$ cat src/rtl/ic_bus_pkg.sv
// Shared bus constants: transaction type tags for the order FIFO and AXI response codes.
package ic_bus_pkg;

  typedef logic txn_t;

  localparam txn_t TXN_RD = 1'b0;
  localparam txn_t TXN_WR = 1'b1;

  localparam logic [1:0] AXI_RESP_OKAY   = 2'b00;
  localparam logic [1:0] AXI_RESP_EXOKAY = 2'b01;
  localparam logic [1:0] AXI_RESP_SLVERR = 2'b10;
  localparam logic [1:0] AXI_RESP_DECERR = 2'b11;

endpackage

$ cat src/rtl/ic_cpu_bus_axi_bridge_ot_if.sv
// AXI4-Lite bus between the bridge (master) and the interconnect (slave).
interface ic_cpu_bus_axi_bridge_ot_if #(
  parameter int ADDR_W = 32,
  parameter int DATA_W = 32
);
  localparam int STRB_W = DATA_W / 8;

  logic              awvalid, awready;
  logic [ADDR_W-1:0] awaddr;
  logic [2:0]        awprot;
  logic              wvalid, wready;
  logic [DATA_W-1:0] wdata;
  logic [STRB_W-1:0] wstrb;
  logic              bvalid, bready;
  logic [1:0]        bresp;
  logic              arvalid, arready;
  logic [ADDR_W-1:0] araddr;
  logic [2:0]        arprot;
  logic              rvalid, rready;
  logic [1:0]        rresp;
  logic [DATA_W-1:0] rdata;

  modport master (
    output awvalid, awaddr, awprot, input awready,
    output wvalid, wdata, wstrb, input wready,
    input bvalid, bresp, output bready,
    output arvalid, araddr, arprot, input arready,
    input rvalid, rresp, rdata, output rready
  );

  modport slave (
    input awvalid, awaddr, awprot, output awready,
    input wvalid, wdata, wstrb, output wready,
    output bvalid, bresp, input bready,
    input arvalid, araddr, arprot, output arready,
    output rvalid, rresp, rdata, input rready
  );

endinterface

$ cat src/rtl/ic_bridge_order_fifo.sv
// Small circular FIFO recording the type of each accepted request so that
// responses are returned to the CPU in request order.
module ic_bridge_order_fifo #(
  parameter int DEPTH = 4,
  parameter int WIDTH = 1
) (
  input  logic             m0_aclk,
  input  logic             m0_areset,
  input  logic             push,
  input  logic [WIDTH-1:0] push_data,
  input  logic             pop,
  output logic             full,
  output logic             empty,
  output logic [WIDTH-1:0] head
);
  localparam int PTR_W = (DEPTH > 1) ? $clog2(DEPTH) : 1;
  localparam int CNT_W = $clog2(DEPTH + 1);

  logic [WIDTH-1:0] mem [DEPTH];
  logic [PTR_W-1:0] wr_ptr, rd_ptr;
  logic [CNT_W-1:0] count;
  logic             do_push, do_pop;

  function automatic logic [PTR_W-1:0] ptr_inc(input logic [PTR_W-1:0] p);
    return (p == PTR_W'(DEPTH - 1)) ? '0 : p + PTR_W'(1);
  endfunction

  assign do_push = push && !full;
  assign do_pop  = pop && !empty;
  assign full    = (count == CNT_W'(DEPTH));
  assign empty   = (count == '0);
  assign head    = mem[rd_ptr];

  // NOTE: storage has no reset; an entry is only read after it was written, and empty gates its use.
  always_ff @(posedge m0_aclk) begin
    if (do_push) mem[wr_ptr] <= push_data;
  end

  always_ff @(posedge m0_aclk or posedge m0_areset) begin
    if (m0_areset) begin
      wr_ptr <= '0;
      rd_ptr <= '0;
      count  <= '0;
    end else begin
      if (do_push) wr_ptr <= ptr_inc(wr_ptr);
      if (do_pop)  rd_ptr <= ptr_inc(rd_ptr);
      if (do_push && !do_pop)      count <= count + CNT_W'(1);
      else if (!do_push && do_pop) count <= count - CNT_W'(1);
    end
  end

endmodule

$ cat src/rtl/ic_cpu_bus_axi_bridge_ot.sv
// CPU req/gnt + recv/ack port to AXI4-Lite master bridge with up to MAX_OT
// outstanding requests; responses are returned strictly in request order.
module ic_cpu_bus_axi_bridge_ot
  import ic_bus_pkg::*;
#(
  parameter int         ADDR_W = 32,
  parameter int         DATA_W = 32,
  parameter int         MAX_OT = 4,
  parameter logic [2:0] AXPROT = 3'b000
) (
  input  logic                  m0_aclk,
  input  logic                  m0_areset,
  ic_cpu_bus_axi_bridge_ot_if.master m0,
  input  logic                  enable,
  input  logic                  mem_req,
  output logic                  mem_gnt,
  input  logic                  mem_wen,
  input  logic [DATA_W/8-1:0]   mem_strb,
  input  logic [DATA_W-1:0]     mem_wdata,
  input  logic [ADDR_W-1:0]     mem_addr,
  output logic                  mem_recv,
  input  logic                  mem_ack,
  output logic                  mem_error,
  output logic [DATA_W-1:0]     mem_rdata
);
  localparam int STRB_W = DATA_W / 8;
  localparam int CNT_W  = $clog2(MAX_OT + 1);

  logic [CNT_W-1:0]  ot_cnt;
  logic              aw_pend, w_pend, ar_pend;
  logic [ADDR_W-1:0] aw_addr_q, ar_addr_q;
  logic [DATA_W-1:0] wdata_q;
  logic [STRB_W-1:0] wstrb_q;
  logic              accept, pop;
  logic              fifo_full, fifo_empty;
  txn_t              head;
  logic              head_rd;

  // Grant is held low during reset and never looks at any AXI ready.
  assign mem_gnt = !m0_areset && enable && (ot_cnt < CNT_W'(MAX_OT)) &&
                   (mem_wen ? (!aw_pend && !w_pend) : !ar_pend);
  assign accept  = mem_req && mem_gnt;

  // NOTE: sequential state uses non-blocking assignments so every register sees pre-edge values.
  always_ff @(posedge m0_aclk or posedge m0_areset) begin
    if (m0_areset) begin
      aw_pend   <= 1'b0;
      w_pend    <= 1'b0;
      ar_pend   <= 1'b0;
      aw_addr_q <= '0;
      ar_addr_q <= '0;
      wdata_q   <= '0;
      wstrb_q   <= '0;
    end else begin
      if (accept && mem_wen) begin
        aw_pend   <= 1'b1;
        w_pend    <= 1'b1;
        aw_addr_q <= mem_addr;
        wdata_q   <= mem_wdata;
        wstrb_q   <= mem_strb;
      end else begin
        if (aw_pend && m0.awready) aw_pend <= 1'b0;
        if (w_pend && m0.wready)   w_pend  <= 1'b0;
      end
      if (accept && !mem_wen) begin
        ar_pend   <= 1'b1;
        ar_addr_q <= mem_addr;
      end else if (ar_pend && m0.arready) begin
        ar_pend <= 1'b0;
      end
    end
  end

  always_ff @(posedge m0_aclk or posedge m0_areset) begin
    if (m0_areset)          ot_cnt <= '0;
    else if (accept && !pop) ot_cnt <= ot_cnt + CNT_W'(1);
    else if (!accept && pop) ot_cnt <= ot_cnt - CNT_W'(1);
  end

  assign m0.awvalid = aw_pend;
  assign m0.awaddr  = aw_addr_q;
  assign m0.awprot  = AXPROT;
  assign m0.wvalid  = w_pend;
  assign m0.wdata   = wdata_q;
  assign m0.wstrb   = wstrb_q;
  assign m0.arvalid = ar_pend;
  assign m0.araddr  = ar_addr_q;
  assign m0.arprot  = AXPROT;

  ic_bridge_order_fifo #(
    .DEPTH (MAX_OT),
    .WIDTH (1)
  ) u_order_fifo (
    .m0_aclk   (m0_aclk),
    .m0_areset (m0_areset),
    .push      (accept),
    .push_data (mem_wen ? TXN_WR : TXN_RD),
    .pop       (pop),
    .full      (fifo_full),
    .empty     (fifo_empty),
    .head      (head)
  );

  // Only the response type at the FIFO head is readied; the other channel waits.
  assign head_rd   = !fifo_empty && (head == TXN_RD);
  assign mem_recv  = !fifo_empty && (head_rd ? m0.rvalid : m0.bvalid);
  assign m0.rready = head_rd && mem_ack;
  assign m0.bready = !fifo_empty && (head == TXN_WR) && mem_ack;
  assign mem_error = mem_recv && (head_rd ? |m0.rresp : |m0.bresp);
  assign mem_rdata = (mem_recv && head_rd) ? m0.rdata : '0;
  assign pop       = mem_recv && mem_ack;

  a_no_push_when_full: assert property (
    @(posedge m0_aclk) disable iff (m0_areset) !(accept && fifo_full));

endmodule

$ cat src/flat_wrapper.sv
// flat-port wrapper written by rule: the top's interface ports become plain ports
module ic_cpu_bus_axi_bridge_ot_flat import ic_bus_pkg::*;
#(
  parameter int         ADDR_W = 32,
  parameter int         DATA_W = 32,
  parameter int         MAX_OT = 4,
  parameter logic [2:0] AXPROT = 3'b000
)
  (m0_aclk, m0_areset, enable, mem_req, mem_gnt, mem_wen, mem_strb, mem_wdata, mem_addr, mem_recv, mem_ack, mem_error, mem_rdata, m0_awvalid, m0_awaddr, m0_awprot, m0_awready, m0_wvalid, m0_wdata, m0_wstrb, m0_wready, m0_bvalid, m0_bresp, m0_bready, m0_arvalid, m0_araddr, m0_arprot, m0_arready, m0_rvalid, m0_rresp, m0_rdata, m0_rready);
  ic_cpu_bus_axi_bridge_ot_if #(.ADDR_W(ADDR_W), .DATA_W(DATA_W)) m0_i ();
  input  logic m0_aclk;
  input  logic m0_areset;
  input  logic enable;
  input  logic mem_req;
  output logic mem_gnt;
  input  logic mem_wen;
  input  logic [DATA_W/8-1:0] mem_strb;
  input  logic [DATA_W-1:0] mem_wdata;
  input  logic [ADDR_W-1:0] mem_addr;
  output logic mem_recv;
  input  logic mem_ack;
  output logic mem_error;
  output logic [DATA_W-1:0] mem_rdata;
  output wire logic [$bits(m0_i.awvalid)-1:0] m0_awvalid;
  output wire logic [$bits(m0_i.awaddr)-1:0] m0_awaddr;
  output wire logic [$bits(m0_i.awprot)-1:0] m0_awprot;
  input wire logic [$bits(m0_i.awready)-1:0] m0_awready;
  output wire logic [$bits(m0_i.wvalid)-1:0] m0_wvalid;
  output wire logic [$bits(m0_i.wdata)-1:0] m0_wdata;
  output wire logic [$bits(m0_i.wstrb)-1:0] m0_wstrb;
  input wire logic [$bits(m0_i.wready)-1:0] m0_wready;
  input wire logic [$bits(m0_i.bvalid)-1:0] m0_bvalid;
  input wire logic [$bits(m0_i.bresp)-1:0] m0_bresp;
  output wire logic [$bits(m0_i.bready)-1:0] m0_bready;
  output wire logic [$bits(m0_i.arvalid)-1:0] m0_arvalid;
  output wire logic [$bits(m0_i.araddr)-1:0] m0_araddr;
  output wire logic [$bits(m0_i.arprot)-1:0] m0_arprot;
  input wire logic [$bits(m0_i.arready)-1:0] m0_arready;
  input wire logic [$bits(m0_i.rvalid)-1:0] m0_rvalid;
  input wire logic [$bits(m0_i.rresp)-1:0] m0_rresp;
  input wire logic [$bits(m0_i.rdata)-1:0] m0_rdata;
  output wire logic [$bits(m0_i.rready)-1:0] m0_rready;
  assign m0_awvalid = m0_i.awvalid;
  assign m0_awaddr = m0_i.awaddr;
  assign m0_awprot = m0_i.awprot;
  assign m0_i.awready = m0_awready;
  assign m0_wvalid = m0_i.wvalid;
  assign m0_wdata = m0_i.wdata;
  assign m0_wstrb = m0_i.wstrb;
  assign m0_i.wready = m0_wready;
  assign m0_i.bvalid = m0_bvalid;
  assign m0_i.bresp = m0_bresp;
  assign m0_bready = m0_i.bready;
  assign m0_arvalid = m0_i.arvalid;
  assign m0_araddr = m0_i.araddr;
  assign m0_arprot = m0_i.arprot;
  assign m0_i.arready = m0_arready;
  assign m0_i.rvalid = m0_rvalid;
  assign m0_i.rresp = m0_rresp;
  assign m0_i.rdata = m0_rdata;
  assign m0_rready = m0_i.rready;
  ic_cpu_bus_axi_bridge_ot #(.ADDR_W(ADDR_W), .DATA_W(DATA_W), .MAX_OT(MAX_OT), .AXPROT(AXPROT)) u_core (.m0_aclk(m0_aclk), .m0_areset(m0_areset), .m0(m0_i), .enable(enable), .mem_req(mem_req), .mem_gnt(mem_gnt), .mem_wen(mem_wen), .mem_strb(mem_strb), .mem_wdata(mem_wdata), .mem_addr(mem_addr), .mem_recv(mem_recv), .mem_ack(mem_ack), .mem_error(mem_error), .mem_rdata(mem_rdata));
endmodule
$ cat config.mk
export PLATFORM = sky130hd
export DESIGN_NAME = ic_cpu_bus_axi_bridge_ot_flat
export DESIGN_NICKNAME = d
export VERILOG_FILES = /design/src/rtl/ic_bus_pkg.sv /design/src/rtl/ic_cpu_bus_axi_bridge_ot_if.sv /design/src/rtl/ic_bridge_order_fifo.sv /design/src/rtl/ic_cpu_bus_axi_bridge_ot.sv /design/src/flat_wrapper.sv
export SDC_FILE = /design/constraint.sdc
export NUM_CORES = 1
export LEC_CHECK = 0
export CAP_MARGIN = 30
export CORE_UTILIZATION = 25
export DETAILED_ROUTE_END_ITERATION = 10
export SLEW_MARGIN = 30
export SYNTH_ARGS = -nofsm -noshare
export SYNTH_HDL_FRONTEND = slang
export SYNTH_HIERARCHICAL = 1
export SYNTH_SLANG_ARGS = --single-unit
$ cat constraint.sdc
create_clock -name m0_aclk -period 8.56 [get_ports m0_aclk]
set_input_delay 1.712 -clock m0_aclk [delete_from_list [all_inputs] [get_ports m0_aclk]]
set_output_delay 1.712 -clock m0_aclk [all_outputs]
set_load 0.03 [all_outputs]
# Word-level counts from Yosys, hierarchy flattened
# Memory sizes are Yosys's and may differ from the RTL's.
# Cells that the tools add are included.
# Widths: inputs -> output; s select.
# word_totals
regBits	113
ramBits	4
inputBits	115
mem_count	1
out_inout_bits	146
# memory_table
memory	words	width	rd	rd_ports_with_merged_regs	write_ports	line	rtl
u_core.u_order_fifo.mem	4	1	1	0	1	ic_bridge_order_fifo.sv:19	logic [WIDTH-1:0] mem [DEPTH];
# classes
magnitude_cmp	1
muxes	19
bitwise	1
eq_ne	3
n_addsub	6
reduce_logical	43
# op_table
op	n
$mux 32	1
$logic_and 1x1->1	24
$mux 1	12
$mux 3	4
$logic_not 1->1	11
$reduce_bool 2->1	5
$add 3x1->3 const B	2
$sub 3x1->3 const B	2
$add 2x1->2 const B	2
$eq 2x2->1 const B	2
$mux 2	2
$reduce_or 2->1	2
$eq 3x3->1 const B	1
$logic_not 3->1	1
$lt 3x3->1 const B	1
$not 1->1	1

# Depth between registers and ports, before layout
# depth
word_depth	10
depth_mapped	11
ltp_nobuf	11

# Modules after synthesis
# The synthesis kept the hierarchy.
# by_module_without_submodules
module	instances	cells_per_inst	area_per_inst_um2	seq_area_each_um2
ic_cpu_bus_axi_bridge_ot	1	296	4687.0	2652.5
ic_bridge_order_fifo	1	43	593.1	295.3

# Worst setup path before layout
# OpenSTA, ideal clock, no wires.
# synth_timing
path_type	input to output
start	in m0_bvalid
end	out mem_error
t_arrival_ns	2.709
path_stages	3
t_required_ns	6.848
slack_ns	4.139
path_cell_list	mux2i_1 -> nor2_1 -> o311a_1
# synth_between
elab_chain_cells	3
# synth_rtl
item	line	rtl
from (decl)	flat_wrapper.sv:32	input wire logic [$bits(m0_i.bvalid)-1:0] m0_bvalid;
$mux 1	ic_cpu_bus_axi_bridge_ot.sv:106	assign mem_recv = !fifo_empty && (head_rd ? m0.rvalid : m0.bvalid);
$logic_and 1x1->1	ic_cpu_bus_axi_bridge_ot.sv:106	
via mem_recv	flat_wrapper.sv:20	output logic mem_recv;
$logic_and 1x1->1	ic_cpu_bus_axi_bridge_ot.sv:109	assign mem_error = mem_recv && (head_rd ? |m0.rresp : |m0.bresp);
to (decl)	flat_wrapper.sv:22	output logic mem_error;
# The timed path passes the listed nets, and every way through them passes these cells.

# Worst setup path after layout
# layout_timing
start	in m0_rvalid
end	out mem_error
# layout_between
elab_chain_cells	3
# layout_rtl
item	line	rtl
from (decl)	flat_wrapper.sv:39	input wire logic [$bits(m0_i.rvalid)-1:0] m0_rvalid;
$mux 1	ic_cpu_bus_axi_bridge_ot.sv:106	
$logic_and 1x1->1	ic_cpu_bus_axi_bridge_ot.sv:106	
$logic_and 1x1->1	ic_cpu_bus_axi_bridge_ot.sv:109	
# No other way between the ends.

==> results.yml <==
timing:
  fmax_mhz: 176.6
  min_period_ps: 5661
  max_slew_margin_pct: 47.58
  fin_skew_ps: 6.707
  fin_worst_hold_slack_ps: 501.8
  fin_ws_ps: 2899
  rsz0062_at_grt: "false"
  tns_ps: 0
  max_slew.worst_pin.slew_ps: 783.9
  timing_hold_violations_final: 0
  slew_violations: 0
  finalSetupViolCount: 0
  finalCritPeriodShare_pct: 66.13
die:
  starting_density_of_the_core_pct: 25.76
  floorplan.die.height_um: 147.3
  die_area_mm2: 0.02171
  die_w_um: 147.3
  placementRows: 52
  core_mm2: 0.02049
  number_of_top_level_design_ports: 261
worst_setup_path:
  timing.critical_path.arrival_ps: 3950
  rr_startpoint: "u_core/u_order_fifo/rd_ptr[0]$_DFFE_PP0P_"
  cp_data_required_time_ps: 6850
  reg2regPathDepth: 11
  setup.worst_path.class: "primary input to output pin"
  timing.critical_path.to: "mem_error"
  worstSetupEndpointType: "output pin"
  worst_path_fanout_max: 33
  critPathLaunchType: "primary input"
  worstSetupStartpoint: "m0_rvalid"
  worst_setup_slack_for_register_to_register_paths_ps: 5800
  r2r_end: "u_core/u_order_fifo/count[2]$_DFFE_PP0P_"
clock_network:
  cts.hold.buffers_added: 0
  postCtsSetupRepairBufs: 0
  cts_inserted_buffers: 17
  clock_tree_from_tritoncts: "built"
  cts_resized: 0
  clock_sinks: 117
  clockBufferDepth: 2
  clock-root-buffer: "sky130_fd_sc_hd__clkbuf_16"
  clk-insertion-delay-late_ps: 410
  clock_pin_slew_reported_for_the_worst_setup_and_hold_paths_after_clock_tree_synthesis_ps: 60
  h-tree-depth: 4
final_layout:
  final_cells: 880
  num-fill-cells: 1895
  antennaDiodeCount: 0
  fin_area_mm2: 0.008646
  layout.nets: 722
  postLayoutCoreUtil_pct: 42.19
  areaGrowthSynthToFinish_pct: 63.74
  share_of_post_route_cells_with_drive_strength_above_1_pct: 24.26
yosys:
  ys_async_sr_fraction_pct: 96.58
  synthesized_area_per_cell_um2: 15.58
  ys_seq_area_share_pct: 55.83
  postSynth.topFlopCell: "sky130_fd_sc_hd__dfrtp_1"
  syn-instance-count: 339
  synth.lib_cells_used.distinct: 30
  yosys_warnings: 6
  yosys_register_bits: 117
  netlist_area_mm2: 0.005280
  synth_edf_count: 4
detailed_routing:
  detail_route.drc_violations: 0
  detail_route.vias_per_cell: 4.220
  detail_route.wl_per_cell_um: 16.06
  vias_after_detailed_routing: 3714
  topRoutingLayerUsed: "met4"
  dr.pass1.iters: 6
  m1WireLength_um: 5320
  antenna_left: 0
  route.met3.wl_um: 1414
  dr.first_iter.drc_count: 67
  route.met2.wl_um: 7173
  drt_wl_total_um: 14130
placed_design:
  place_hpwl_um: 10410
  dp_slack_ps: 2905
  gp_routability_congestion: 0.7363
  placedInstanceArea_mm2: 0.008039
  portBuffers: 254
  placed_cells: 849
power:
  p_leak_nw: 3.937
  ir_drop_uv: 215.5
  power_per_cell_area_mw_per_mm2: 393.7
  design_power_total_mw: 3.404
job:
  cap_violations: 0
grt:
  track_usage_pct: 13.35
  global_route_wire_length_before_repair_um: 22320
  gr-total-overflow: 0
  number_of_global_route_vias_before_repair: 4108
  antenna_violations_before_repair: 0
  grt_start_max_net_pins: 80
outcome:
  run_status: "completed"
hold_path:
  min-delay-path-class: "register to register"
-- report_power, final --
group	switching [mW]	internal (mW)	total [mW]	leakage, nW
sequential	0.168	0.818	0.985	1.41
clock	0.266	0.460	0.725	0.283
combinational	0.861	0.833	1.69	2.25
total	1.29	2.11	3.40	3.94
-- synth_stat cells (2+ instances only) --
master | count | share of area, %
sky130_fd_sc_hd__buf_6 | 7 | 1.5
sky130_fd_sc_hd__o21ai_0 | 3 | 0.28
sky130_fd_sc_hd__inv_1 | 9 | 0.64
sky130_fd_sc_hd__buf_4 | 6 | 0.85
sky130_fd_sc_hd__and3_1 | 32 | 3.8
sky130_fd_sc_hd__ha_1 | 7 | 1.7
sky130_fd_sc_hd__nor2b_1 | 2 | 0.24
sky130_fd_sc_hd__edfxtp_1 | 4 | 2.3
sky130_fd_sc_hd__nor3_1 | 2 | 0.19
sky130_fd_sc_hd__nand3_4 | 2 | 0.66
sky130_fd_sc_hd__nand2_1 | 4 | 0.28
sky130_fd_sc_hd__fa_1 | 2 | 0.76
sky130_fd_sc_hd__nor2_1 | 10 | 0.71
sky130_fd_sc_hd__and2_1 | 6 | 0.71
sky130_fd_sc_hd__xnor2_1 | 2 | 0.33
sky130_fd_sc_hd__clkbuf_8 | 3 | 0.78
sky130_fd_sc_hd__dfrtp_1 | 113 | 54
sky130_fd_sc_hd__mux2_4 | 72 | 20
sky130_fd_sc_hd__nor3b_2 | 2 | 0.47
sky130_fd_sc_hd__mux2_2 | 33 | 7.0
sky130_fd_sc_hd__clkbuf_1 | 6 | 0.43
sky130_fd_sc_hd__xor2_1 | 4 | 0.66
-- state kept, by name, summed over array words and instances, names as in the netlist, 2 cells and up --
name / count
u_core/m0.awaddr: 32
u_core/m0.wstrb: 4
u_core/u_order_fifo/wr_ptr: 2
u_core/m0.araddr: 32
u_core/u_order_fifo/rd_ptr: 2
u_core/u_order_fifo/count: 3
u_core/ot_cnt: 3
u_core/u_order_fifo/mem: 4
u_core/m0.wdata: 32
-- area by class of cell --
class	instances	area [um2]	share of cell area (%)
clock inverter	14	177.7	2.055
inverter	9	36.28	0.4197
timing repair buffer	258	2596	30.03
tap	270	337.8	3.907
clock buffer	17	425.4	4.920
multi-input combinational	195	2125	24.57
sequential	117	2948	34.10
-- logic make-up (layout without fill, tap and decap cells) --
family | Yosys count | in the layout | synth area share [%]
XOR/XNOR | 6 | 6 | 0.9953
flip-flops | 117 | 117 | 55.83
adder cells (fa/ha/maj) | 9 | 9 | 2.417
AO/OA/AOI/OAI | 6 | 6 | 0.8530
buffers and inverters | 32 | 298 | 4.289
other | 1 | 6 | 0.07102
multiplexers | 107 | 107 | 28.13
AND/OR/NAND/NOR | 61 | 61 | 7.417
-- cells in the final DEF (no fill, tap or decap) --
| cell | count |
|---|---|
| sky130_fd_sc_hd__and3_1 | 32 |
| sky130_fd_sc_hd__inv_6 | 4 |
| sky130_fd_sc_hd__inv_4 | 1 |
| sky130_fd_sc_hd__nor3b_4 | 1 |
| sky130_fd_sc_hd__clkinv_4 | 2 |
| sky130_fd_sc_hd__bufinv_16 | 3 |
| sky130_fd_sc_hd__edfxtp_1 | 4 |
| sky130_fd_sc_hd__mux2i_1 | 1 |
| sky130_fd_sc_hd__a21o_1 | 1 |
| sky130_fd_sc_hd__nand2_1 | 4 |
| sky130_fd_sc_hd__and2_1 | 6 |
| sky130_fd_sc_hd__fa_1 | 2 |
| sky130_fd_sc_hd__nand3_4 | 2 |
| sky130_fd_sc_hd__buf_16 | 1 |
| sky130_fd_sc_hd__buf_6 | 1 |
| sky130_fd_sc_hd__nor2_1 | 10 |
| sky130_fd_sc_hd__mux4_2 | 1 |
| sky130_fd_sc_hd__mux2_4 | 72 |
| sky130_fd_sc_hd__nor3b_2 | 2 |
| sky130_fd_sc_hd__o311a_1 | 1 |
| sky130_fd_sc_hd__buf_4 | 2 |
| sky130_fd_sc_hd__mux2_2 | 33 |
| sky130_fd_sc_hd__xor2_1 | 4 |
| sky130_fd_sc_hd__clkdlybuf4s50_1 | 254 |
| sky130_fd_sc_hd__clkinvlp_4 | 4 |
| sky130_fd_sc_hd__xnor2_1 | 2 |
| sky130_fd_sc_hd__o21ai_0 | 3 |
| sky130_fd_sc_hd__inv_1 | 8 |
| sky130_fd_sc_hd__dfrtp_1 | 113 |
| sky130_fd_sc_hd__nor2b_1 | 2 |
| sky130_fd_sc_hd__nor3_1 | 2 |
| sky130_fd_sc_hd__clkbuf_16 | 17 |
| sky130_fd_sc_hd__conb_1 | 6 |
| sky130_fd_sc_hd__o31ai_2 | 1 |
| sky130_fd_sc_hd__ha_1 | 7 |
| sky130_fd_sc_hd__clkinv_2 | 1 |
-- routing by layer --
layer	vias to the layer above	global-route usage, %
li1	1681	-
met1	1831	14.34
met2	183	23.09
met3	19	5.994
met4	0	4.742
met5	-	0
-- how the worst min path moves through the flow --
stage                                                 from                          endpoint  slack [ps]  cells after the start
final                     u_core/m0.araddr[25]$_DFFE_PP0P_  u_core/m0.araddr[25]$_DFFE_PP0P_         500                      1
after global routing      u_core/m0.araddr[19]$_DFFE_PP0P_  u_core/m0.araddr[19]$_DFFE_PP0P_         520                      1
after CTS                 u_core/m0.araddr[26]$_DFFE_PP0P_  u_core/m0.araddr[26]$_DFFE_PP0P_         510                      1
after detailed placement  u_core/m0.awaddr[29]$_DFFE_PP0P_  u_core/m0.awaddr[29]$_DFFE_PP0P_         490                      1
after global placement    u_core/m0.araddr[26]$_DFFE_PP0P_  u_core/m0.araddr[26]$_DFFE_PP0P_         490                      1
after floorplan               u_core/ot_cnt[0]$_DFFE_PP0P_      u_core/ot_cnt[0]$_DFFE_PP0P_         480                      1
-- worst max-delay path, cell delays in order --
cell and delay, ps:
sky130_fd_sc_hd__clkdlybuf4s50_1 980, sky130_fd_sc_hd__mux2i_1 150, sky130_fd_sc_hd__nor2_1 230, sky130_fd_sc_hd__o311a_1 210
sky130_fd_sc_hd__clkdlybuf4s50_1 670
No activity file was read; power rests on OpenSTA's default activity.
